**config.mk**
```make
export PLATFORM = sky130hd
export DESIGN_NAME = load_seq_flat
export DESIGN_NICKNAME = d
export VERILOG_FILES = /design/src/rtl/load_seq_if.sv /design/src/rtl/load_seq.sv /design/src/flat_wrapper.sv
export SDC_FILE = /design/constraint.sdc
export NUM_CORES = 1
export LEC_CHECK = 0
export ABC_AREA = 1
export BUFFER_PORTS_ARGS = -buffer_cell sky130_fd_sc_hd__clkbuf_2
export CAP_MARGIN = 20
export CORE_UTILIZATION = 42
export CTS_CLUSTER_DIAMETER = 120
export CTS_CLUSTER_SIZE = 8
export DETAILED_ROUTE_END_ITERATION = 6
export PLACE_DENSITY = 0.72
export SETUP_SLACK_MARGIN = 0.15
export SLEW_MARGIN = 0
export SYNTH_ARGS = -nofsm -noshare
export SYNTH_HDL_FRONTEND = slang
export SYNTH_SLANG_ARGS = --single-unit
```
**constraint.sdc**
```tcl
create_clock -name i_clk -period 2.8 [get_ports i_clk]
set_input_delay 0.56 -clock i_clk [delete_from_list [all_inputs] [get_ports i_clk]]
set_output_delay 0.56 -clock i_clk [all_outputs]
set_load 0.005 [all_outputs]
```
**src/rtl/load_seq_if.sv**
```systemverilog
// rtl/load_seq_if.sv - load sequencer bus bundle (control, memory port, write-back)
// Optional macro LOAD_SEQ_SIGNED_EN adds the sign-extension request line.
// master: the environment (control unit plus memory port) driving requests and read data.
// slave : the load sequencer itself.
interface load_seq_if;
  logic        start;
  logic [1:0]  command;
  logic [31:0] addr;
`ifdef LOAD_SEQ_SIGNED_EN
  logic        sign;
`endif
  logic [31:0] mem_data;
  logic        mem_rd;
  logic [31:0] mem_addr;
  logic [31:0] data_out;
  logic        done;
  logic        err;
  logic        busy;

  modport master (
    output start,
    output command,
    output addr,
`ifdef LOAD_SEQ_SIGNED_EN
    output sign,
`endif
    output mem_data,
    input  mem_rd,
    input  mem_addr,
    input  data_out,
    input  done,
    input  err,
    input  busy
  );

  modport slave (
    input  start,
    input  command,
    input  addr,
`ifdef LOAD_SEQ_SIGNED_EN
    input  sign,
`endif
    input  mem_data,
    output mem_rd,
    output mem_addr,
    output data_out,
    output done,
    output err,
    output busy
  );
endinterface

```
**src/rtl/load_seq.sv**
```systemverilog
// rtl/load_seq.sv - multi-cycle load sequencer with byte/halfword/word lane extraction
// Optional macro LOAD_SEQ_SIGNED_EN: enables the sign line and LB/LH sign extension;
// without it every byte/halfword load is zero-extended.
module load_seq #(
  parameter int MEM_LATENCY = 1
) (
  input  logic   i_clk,
  input  logic   i_reset,
  load_seq_if.slave bus
);

  typedef enum logic [2:0] {
    S_IDLE = 3'd0,
    S_READ = 3'd1,
    S_WAIT = 3'd2,
    S_DONE = 3'd3,
    S_ERR  = 3'd4
  } state_t;

  // The counter counts the remaining WAIT cycles; zero marks the data-capture edge.
  localparam logic [3:0] CNT_INIT = 4'(MEM_LATENCY - 1);

  state_t      r_state;
  state_t      w_next;
  logic [3:0]  r_cnt;
  logic [1:0]  r_off;
  logic [1:0]  r_cmd;
  logic        r_sign;
  logic [29:0] r_mem_addr;
  logic [31:0] r_data_out;

  logic        w_misaligned;
  logic        w_accept;
  logic [7:0]  w_byte;
  logic [15:0] w_half;
  logic        w_fill_b;
  logic        w_fill_h;
  logic [31:0] w_ext;

  // Halfwords need addr[0]=0, words need addr[1:0]=0; bytes are always aligned.
  always_comb begin
    w_misaligned = 1'b0;
    case (bus.command)
      2'b00:   w_misaligned = 1'b0;
      2'b01:   w_misaligned = bus.addr[0];
      default: w_misaligned = (bus.addr[1:0] != 2'b00);
    endcase
    w_accept = (r_state == S_IDLE) && bus.start && !w_misaligned;
  end

  // State register.
  always_ff @(posedge i_clk) begin
    if (i_reset) begin
      r_state <= S_IDLE;
    end else begin
      r_state <= w_next;
    end
  end

  // Next-state logic; start is only looked at in IDLE so it is never queued.
  always_comb begin
    w_next = r_state;
    case (r_state)
      S_IDLE: begin
        if (bus.start) begin
          w_next = w_misaligned ? S_ERR : S_READ;
        end
      end
      S_READ:  w_next = S_WAIT;
      S_WAIT:  w_next = (r_cnt == 4'd0) ? S_DONE : S_WAIT;
      S_DONE:  w_next = S_IDLE;
      S_ERR:   w_next = S_IDLE;
      default: w_next = S_IDLE;
    endcase
  end

  // Little-endian lane select from the returned word, then fill the upper bits.
  always_comb begin
    w_byte = bus.mem_data[7:0];
    case (r_off)
      2'd0: w_byte = bus.mem_data[7:0];
      2'd1: w_byte = bus.mem_data[15:8];
      2'd2: w_byte = bus.mem_data[23:16];
      2'd3: w_byte = bus.mem_data[31:24];
      default: w_byte = bus.mem_data[7:0];
    endcase
    w_half = r_off[1] ? bus.mem_data[31:16] : bus.mem_data[15:0];
`ifdef LOAD_SEQ_SIGNED_EN
    w_fill_b = r_sign & w_byte[7];
    w_fill_h = r_sign & w_half[15];
`else
    w_fill_b = 1'b0;
    w_fill_h = 1'b0;
`endif
    case (r_cmd)
      2'b00:   w_ext = {{24{w_fill_b}}, w_byte};
      2'b01:   w_ext = {{16{w_fill_h}}, w_half};
      default: w_ext = bus.mem_data;
    endcase
  end

  // Request latch, wait counter and result register; a reset mid-load clears the result.
  always_ff @(posedge i_clk) begin
    if (i_reset) begin
      r_cnt      <= 4'd0;
      r_off      <= 2'd0;
      r_cmd      <= 2'd0;
      r_sign     <= 1'b0;
      r_mem_addr <= 30'd0;
      r_data_out <= 32'd0;
    end else begin
      case (r_state)
        S_IDLE: begin
          if (w_accept) begin
            r_off      <= bus.addr[1:0];
            r_cmd      <= bus.command;
`ifdef LOAD_SEQ_SIGNED_EN
            r_sign     <= bus.sign;
`else
            r_sign     <= 1'b0;
`endif
            r_mem_addr <= bus.addr[31:2];
          end
        end
        S_READ: begin
          r_cnt <= CNT_INIT;
        end
        S_WAIT: begin
          if (r_cnt == 4'd0) begin
            r_data_out <= w_ext;
          end else begin
            r_cnt <= r_cnt - 4'd1;
          end
        end
        default: begin
        end
      endcase
    end
  end

  // Status outputs are decoded straight from the state so done and err can never overlap.
  assign bus.mem_rd   = (r_state == S_READ);
  assign bus.done     = (r_state == S_DONE);
  assign bus.err      = (r_state == S_ERR);
  assign bus.busy     = (r_state != S_IDLE);
  assign bus.mem_addr = {r_mem_addr, 2'b00};
  assign bus.data_out = r_data_out;

  // r_sign is only consumed by the signed build.
  logic w_unused;
  assign w_unused = r_sign;

endmodule

```
**src/flat_wrapper.sv**
```systemverilog
// flat-port wrapper written by rule: the top's interface ports become plain ports
module load_seq_flat 
#(
  parameter int MEM_LATENCY = 1
)
  (i_clk, i_reset, bus_start, bus_command, bus_addr, bus_mem_data, bus_mem_rd, bus_mem_addr, bus_data_out, bus_done, bus_err, bus_busy);
  load_seq_if bus_i ();
  input  logic i_clk;
  input  logic i_reset;
  input wire logic [$bits(bus_i.start)-1:0] bus_start;
  input wire logic [$bits(bus_i.command)-1:0] bus_command;
  input wire logic [$bits(bus_i.addr)-1:0] bus_addr;
  input wire logic [$bits(bus_i.mem_data)-1:0] bus_mem_data;
  output wire logic [$bits(bus_i.mem_rd)-1:0] bus_mem_rd;
  output wire logic [$bits(bus_i.mem_addr)-1:0] bus_mem_addr;
  output wire logic [$bits(bus_i.data_out)-1:0] bus_data_out;
  output wire logic [$bits(bus_i.done)-1:0] bus_done;
  output wire logic [$bits(bus_i.err)-1:0] bus_err;
  output wire logic [$bits(bus_i.busy)-1:0] bus_busy;
  assign bus_i.start = bus_start;
  assign bus_i.command = bus_command;
  assign bus_i.addr = bus_addr;
  assign bus_i.mem_data = bus_mem_data;
  assign bus_mem_rd = bus_i.mem_rd;
  assign bus_mem_addr = bus_i.mem_addr;
  assign bus_data_out = bus_i.data_out;
  assign bus_done = bus_i.done;
  assign bus_err = bus_i.err;
  assign bus_busy = bus_i.busy;
  load_seq #(.MEM_LATENCY(MEM_LATENCY)) u_core (.i_clk(i_clk), .i_reset(i_reset), .bus(bus_i));
endmodule
```
After elaboration in Yosys (flattened, before gate mapping)
Index checks and enable logic that the tools add are counted. Widths: inputs -> output; s select.

Flip-flop bits (word level): 73. Input bits: 69. Output and inout bits: 68. Word-level logic and storage cells: 42.

Reductions and logical operators: 14. Equality and inequality tests: 11. Muxes and demuxes: 10. $add $sub $neg: 1.

Operators with widths (count): $pmux 32 s2 (1); $pmux 8 s4 (1); $mux 16 (1); $pmux 3 s3 (1); $pmux 4 s2 (1); $eq 2x1->1 const B (3); $eq 3x2->1 const B (2); $logic_not 2->1 (3); $mux 3 (2); $reduce_and 2->1 (3); $eq 2x2->1 const B (2); $logic_not 4->1 (1); $mux 4 (1); $ne 2x2->1 const B (2); $reduce_bool 2->1 (2); $sub 4x1->4 const B (1); $eq 3x1->1 const B (1); $eq 3x3->1 const B (1); $logic_not 3->1 (1); $reduce_bool 3->1 (1); $logic_and 1x1->1 (2); $pmux 1 s2 (1); $logic_not 1->1 (1); $mux 1 (1).

Depth between registers and ports, before layout
Depth after elaboration: 5. Depth in mapped cells: 9.

Worst setup path after synthesis
OpenSTA, ideal clock, no wires.

Path type: input port to flip-flop. From: input bus_command[1]. To: register u_core.r_mem_addr[10]. Buffers on the path: 1. Arrival: 1.197 ns. Path slack: 1.487 ns. Stages: 5. Setup time: 0.116 ns. Cells stage by stage: o21ai_2 > nand2_4 > clkbuf_2 > o21ai_0 > nor2_1.

Word-level cells in the longest chain between the ends: 5.

Ends and longest elaborated chain: start, declared (line flat_wrapper.sv:11) `input wire logic [$bits(bus_i.command)-1:0] bus_command;`; $eq 2x1->1 / $logic_not 2->1 (equally long branches) (line load_seq.sv:43) `case (bus.command)`; $pmux 1 s2 (*) (line load_seq.sv:43); $logic_not 1->1 (*) (line load_seq.sv:48) `w_accept = (r_state == S_IDLE) && bus.start && !w_misaligned;`; $logic_and 1x1->1 (*) (line load_seq.sv:48); $reduce_and 2->1 (no source line) (*); end signal, assigned (line load_seq.sv:122) `r_mem_addr <= bus.addr[31:2];`; end, declared (line load_seq.sv:29) `logic [29:0] r_mem_addr;`.

Every way passes the cells marked *; elsewhere a longest branch is shown, timed or not. A chain may end at the register's enable or synchronous reset.

Worst setup path after layout
From: register u_core.r_cnt[0]. To: register u_core.r_data_out[23] (netlist: u_core.bus.data_out[23]).

Word-level cells in the longest chain between the ends: 2.

Ends and longest elaborated chain: start, declared (line load_seq.sv:25) `logic [3:0] r_cnt;`; start signal, assigned (line load_seq.sv:132) `r_cnt <= r_cnt - 4'd1;`; $logic_not 4->1 (line load_seq.sv:129) `if (r_cnt == 4'd0) begin`; $reduce_and 2->1 (no source line); end signal, assigned (line load_seq.sv:130) `r_data_out <= w_ext;`; end, declared (line load_seq.sv:30) `logic [31:0] r_data_out;`.

Every way passes these cells.

==> flow_summary.json <==
{
  "overflow": 0,
  "io_buffers": 134,
  "status": "completed",
  "synth_edf_count": 0,
  "cp_slowest_cell": "nor2_4",
  "critPathMaxStageDelay_ps": 690,
  "drt_iter0_drc": 221,
  "routed_wl_um": 8260,
  "ctsResizeCount": 0,
  "rsz0062_at_grt": "false",
  "postCtsSetupRepairBufs": 0,
  "slew_headroom_pct": 40.1,
  "detail-route-antenna-nets": 0,
  "cap_violations": 0,
  "critPathCaptureType": "register",
  "ys_seq_area_share_pct": 45.2,
  "slew_viol_final": 0,
  "skew_ps": 8.09,
  "synthArstFlopShare_pct": 0,
  "start_kind": "register",
  "dp_hpwl_um": 6150,
  "first_pass_iters": 4,
  "setup_viol_count_final": 0,
  "post-place-ws_ps": 744,
  "crit_type": "reg2reg",
  "drc": 0,
  "synthesis.area_sq_um": 3230,
  "clock_latency_ps": 330,
  "routedWlPerCell_um": 12.2,
  "path_clk_slew_ps": 80,
  "fp.dieW_um": 89.7,
  "power.static_leakage_nw": 2.00,
  "layout_setup_ws_ps": 948,
  "clkSinkCount": 73,
  "vias": 3282,
  "num_io_pins": 137,
  "core_area_sq_um": 7330,
  "peakVddDrop_mv": 0.491,
  "grt_max_degree": 49,
  "drive_gt1_share_pct": 28.2,
  "post-place-cells": 661,
  "syn-instance-count": 453,
  "fin_cells": 677,
  "num-nets-final": 643,
  "antenna_found_initial": 0,
  "seq_area_sq_um": 1460,
  "grt.total_usage_pct": 20.6,
  "fin_crit_sh_pct": 66.1,
  "synth_seq_cells": 73,
  "cts-root-buf": "clkbuf_8",
  "syn_avg_cell_area_sq_um": 7.13,
  "cts_buffers": 9,
  "worstPathCellList": "inv_1 > ha_1 > nand2_1 > nor2_4 > nand3_1 > a21oi_1",
  "cts_tree": "done",
  "finalSetupTns_ps": 0,
  "clock_path_buffers": 2,
  "first_global_vias": 3027,
  "max_freq_mhz": 540,
  "yosysWarnings": 0,
  "dieHeight_um": 89.7,
  "power_density_nw_per_um2": 639,
  "syn_to_final_growth_pct": 26.8,
  "cts-hold-fix-buffers": 0,
  "cp.arrival_ps": 2110,
  "die-area_sq_um": 8050,
  "vias_per_cell": 4.85,
  "fin_util_pct": 55.9,
  "nFillCells": 727,
  "synth_ff_type": "dfxtp_1",
  "hold_class": "in2reg",
  "gp_congestion": 0.900,
  "yosysUniqueCellTypes": 30,
  "fp-row-count": 31,
  "initial_core_util_pct": 44.1,
  "hold_viol_final": 0,
  "critPathRequiredTime_ps": 3060,
  "grt_pass1_wl_um": 13600,
  "worst-slew-pin-transition_ps": 896,
  "h-tree-depth": 3,
  "num_antenna_cells": 0,
  "fin_crit_ps": 1850,
  "path_max_fanout": 48,
  "multiInputGateArea_sq_um": 1500
}
[sequential cells by signal, indices dropped and copies added, names as in the netlist]
signal               flops
u_core.r_off             2
u_core.r_state           3
u_core.r_mem_addr       30
u_core.r_cmd             2
u_core.bus.data_out     32
u_core.r_cnt             4
[report_power, final]
| group | switching [mW] | total, mW | internal (mW) | leakage, nW |
|---|---|---|---|---|
| combinational | 0.305 | 0.506 | 0.201 | 1.29 |
| sequential | 0.0613 | 1.19 | 1.12 | 0.596 |
| clock | 0.396 | 0.925 | 0.529 | 0.113 |
| total | 0.763 | 2.62 | 1.85 | 2.00 |
[synthesized netlist by cell type, types with 2 or more instances]
| master | count | area share (%) |
|---|---|---|
| a21oi_1 | 36 | 5.6 |
| a22oi_1 | 8 | 1.9 |
| buf_2 | 5 | 0.77 |
| buf_4 | 4 | 0.93 |
| buf_6 | 6 | 2.1 |
| clkbuf_1 | 9 | 1.0 |
| clkbuf_2 | 3 | 0.46 |
| dfxtp_1 | 73 | 45 |
| inv_1 | 23 | 2.7 |
| nand2_1 | 102 | 12 |
| nand2_2 | 2 | 0.39 |
| nand2_4 | 2 | 0.70 |
| nand3_1 | 26 | 4.0 |
| nand3b_1 | 6 | 1.4 |
| nor2_1 | 80 | 9.3 |
| nor2_4 | 3 | 1.0 |
| nor3_1 | 2 | 0.31 |
| o21ai_0 | 40 | 6.2 |
| o21ai_1 | 12 | 1.9 |
[worst max-delay path, delay by kind of cell, from the launching register on]
kind / cells / cell delay, ps
AOI/OAI and AO/OA: 1 / 170
adders and majority gates: 1 / 220
and+or+nand+nor: 3 / 990
DFF: 1 / 330
buffers and inverters: 1 / 70
[per-layer routing]
| metal | GRT usage, % | wire length, um | up-vias |
|---|---|---|---|
| met4 | 8.20 | 155 | 0 |
| met5 | 0 | 0 | - |
| met1 | 26.8 | 3650 | 1459 |
| met2 | 33.2 | 3930 | 102 |
| li1 | - | - | 1709 |
| met3 | 4.23 | 534 | 12 |
[cell usage in the layout, fill, tap and decap left out, types with 2 or more instances in the layout]
cell and instances:
nor2_4 3, o21ai_0 40, nand2_1 102, conb_1 2, nand2_2 2, nand3_1 26
dfxtp_1 73, inv_1 23, o21ai_1 12, a21oi_1 36, nand3b_1 6, clkbuf_2 134
buf_4 2, a22oi_1 8, nor3_1 2, nor2_1 80, clkbuf_8 10, nand2_4 2
bufinv_16 2
[layout make-up]
type                    count  share of cell area [%]
repair buffers            136                    16.7
clock buffers              10                    3.36
flip-flops and latches     73                    35.7
multi-input cells         328                    36.7
well taps                  99                    3.02
clock inverters             6                    2.20
inverters                  25                    2.35
[cell families after synthesis]
group | Yosys count | share of synthesized area [%]
flip-flops | 73 | 45.2
AND/OR/NAND/NOR | 226 | 29.6
adder cells (fa/ha/maj) | 1 | 0.387
buffers and inverters | 53 | 8.40
other | 1 | 0.116
AO/OA/AOI/OAI | 98 | 16.0
XOR/XNOR | 1 | 0.271
[per-stage QoR]
stage	hold slack [ps]	area [sq um]	power, mW
after detailed placement	456	3870	1.72
after global placement	455	3870	1.70
after CTS	448	4100	2.64
after global routing	463	4100	2.77
after floorplan	453	3230	1.54
final	464	4100	2.62
[path summary, 6_finish.rpt]
check,startpoint,end,slack (ps),cells past startpoint
setup reg to reg,u_core.r_cnt[0],u_core.bus.data_out[23],950,6
setup / recovery,u_core.r_cnt[0],u_core.bus.data_out[23],950,6
hold reg to reg,u_core.bus.data_out[23],u_core.bus.data_out[23],470,2
hold / removal,bus_addr[24],u_core.r_mem_addr[22],460,3
Power figures use the tool's default switching activity.
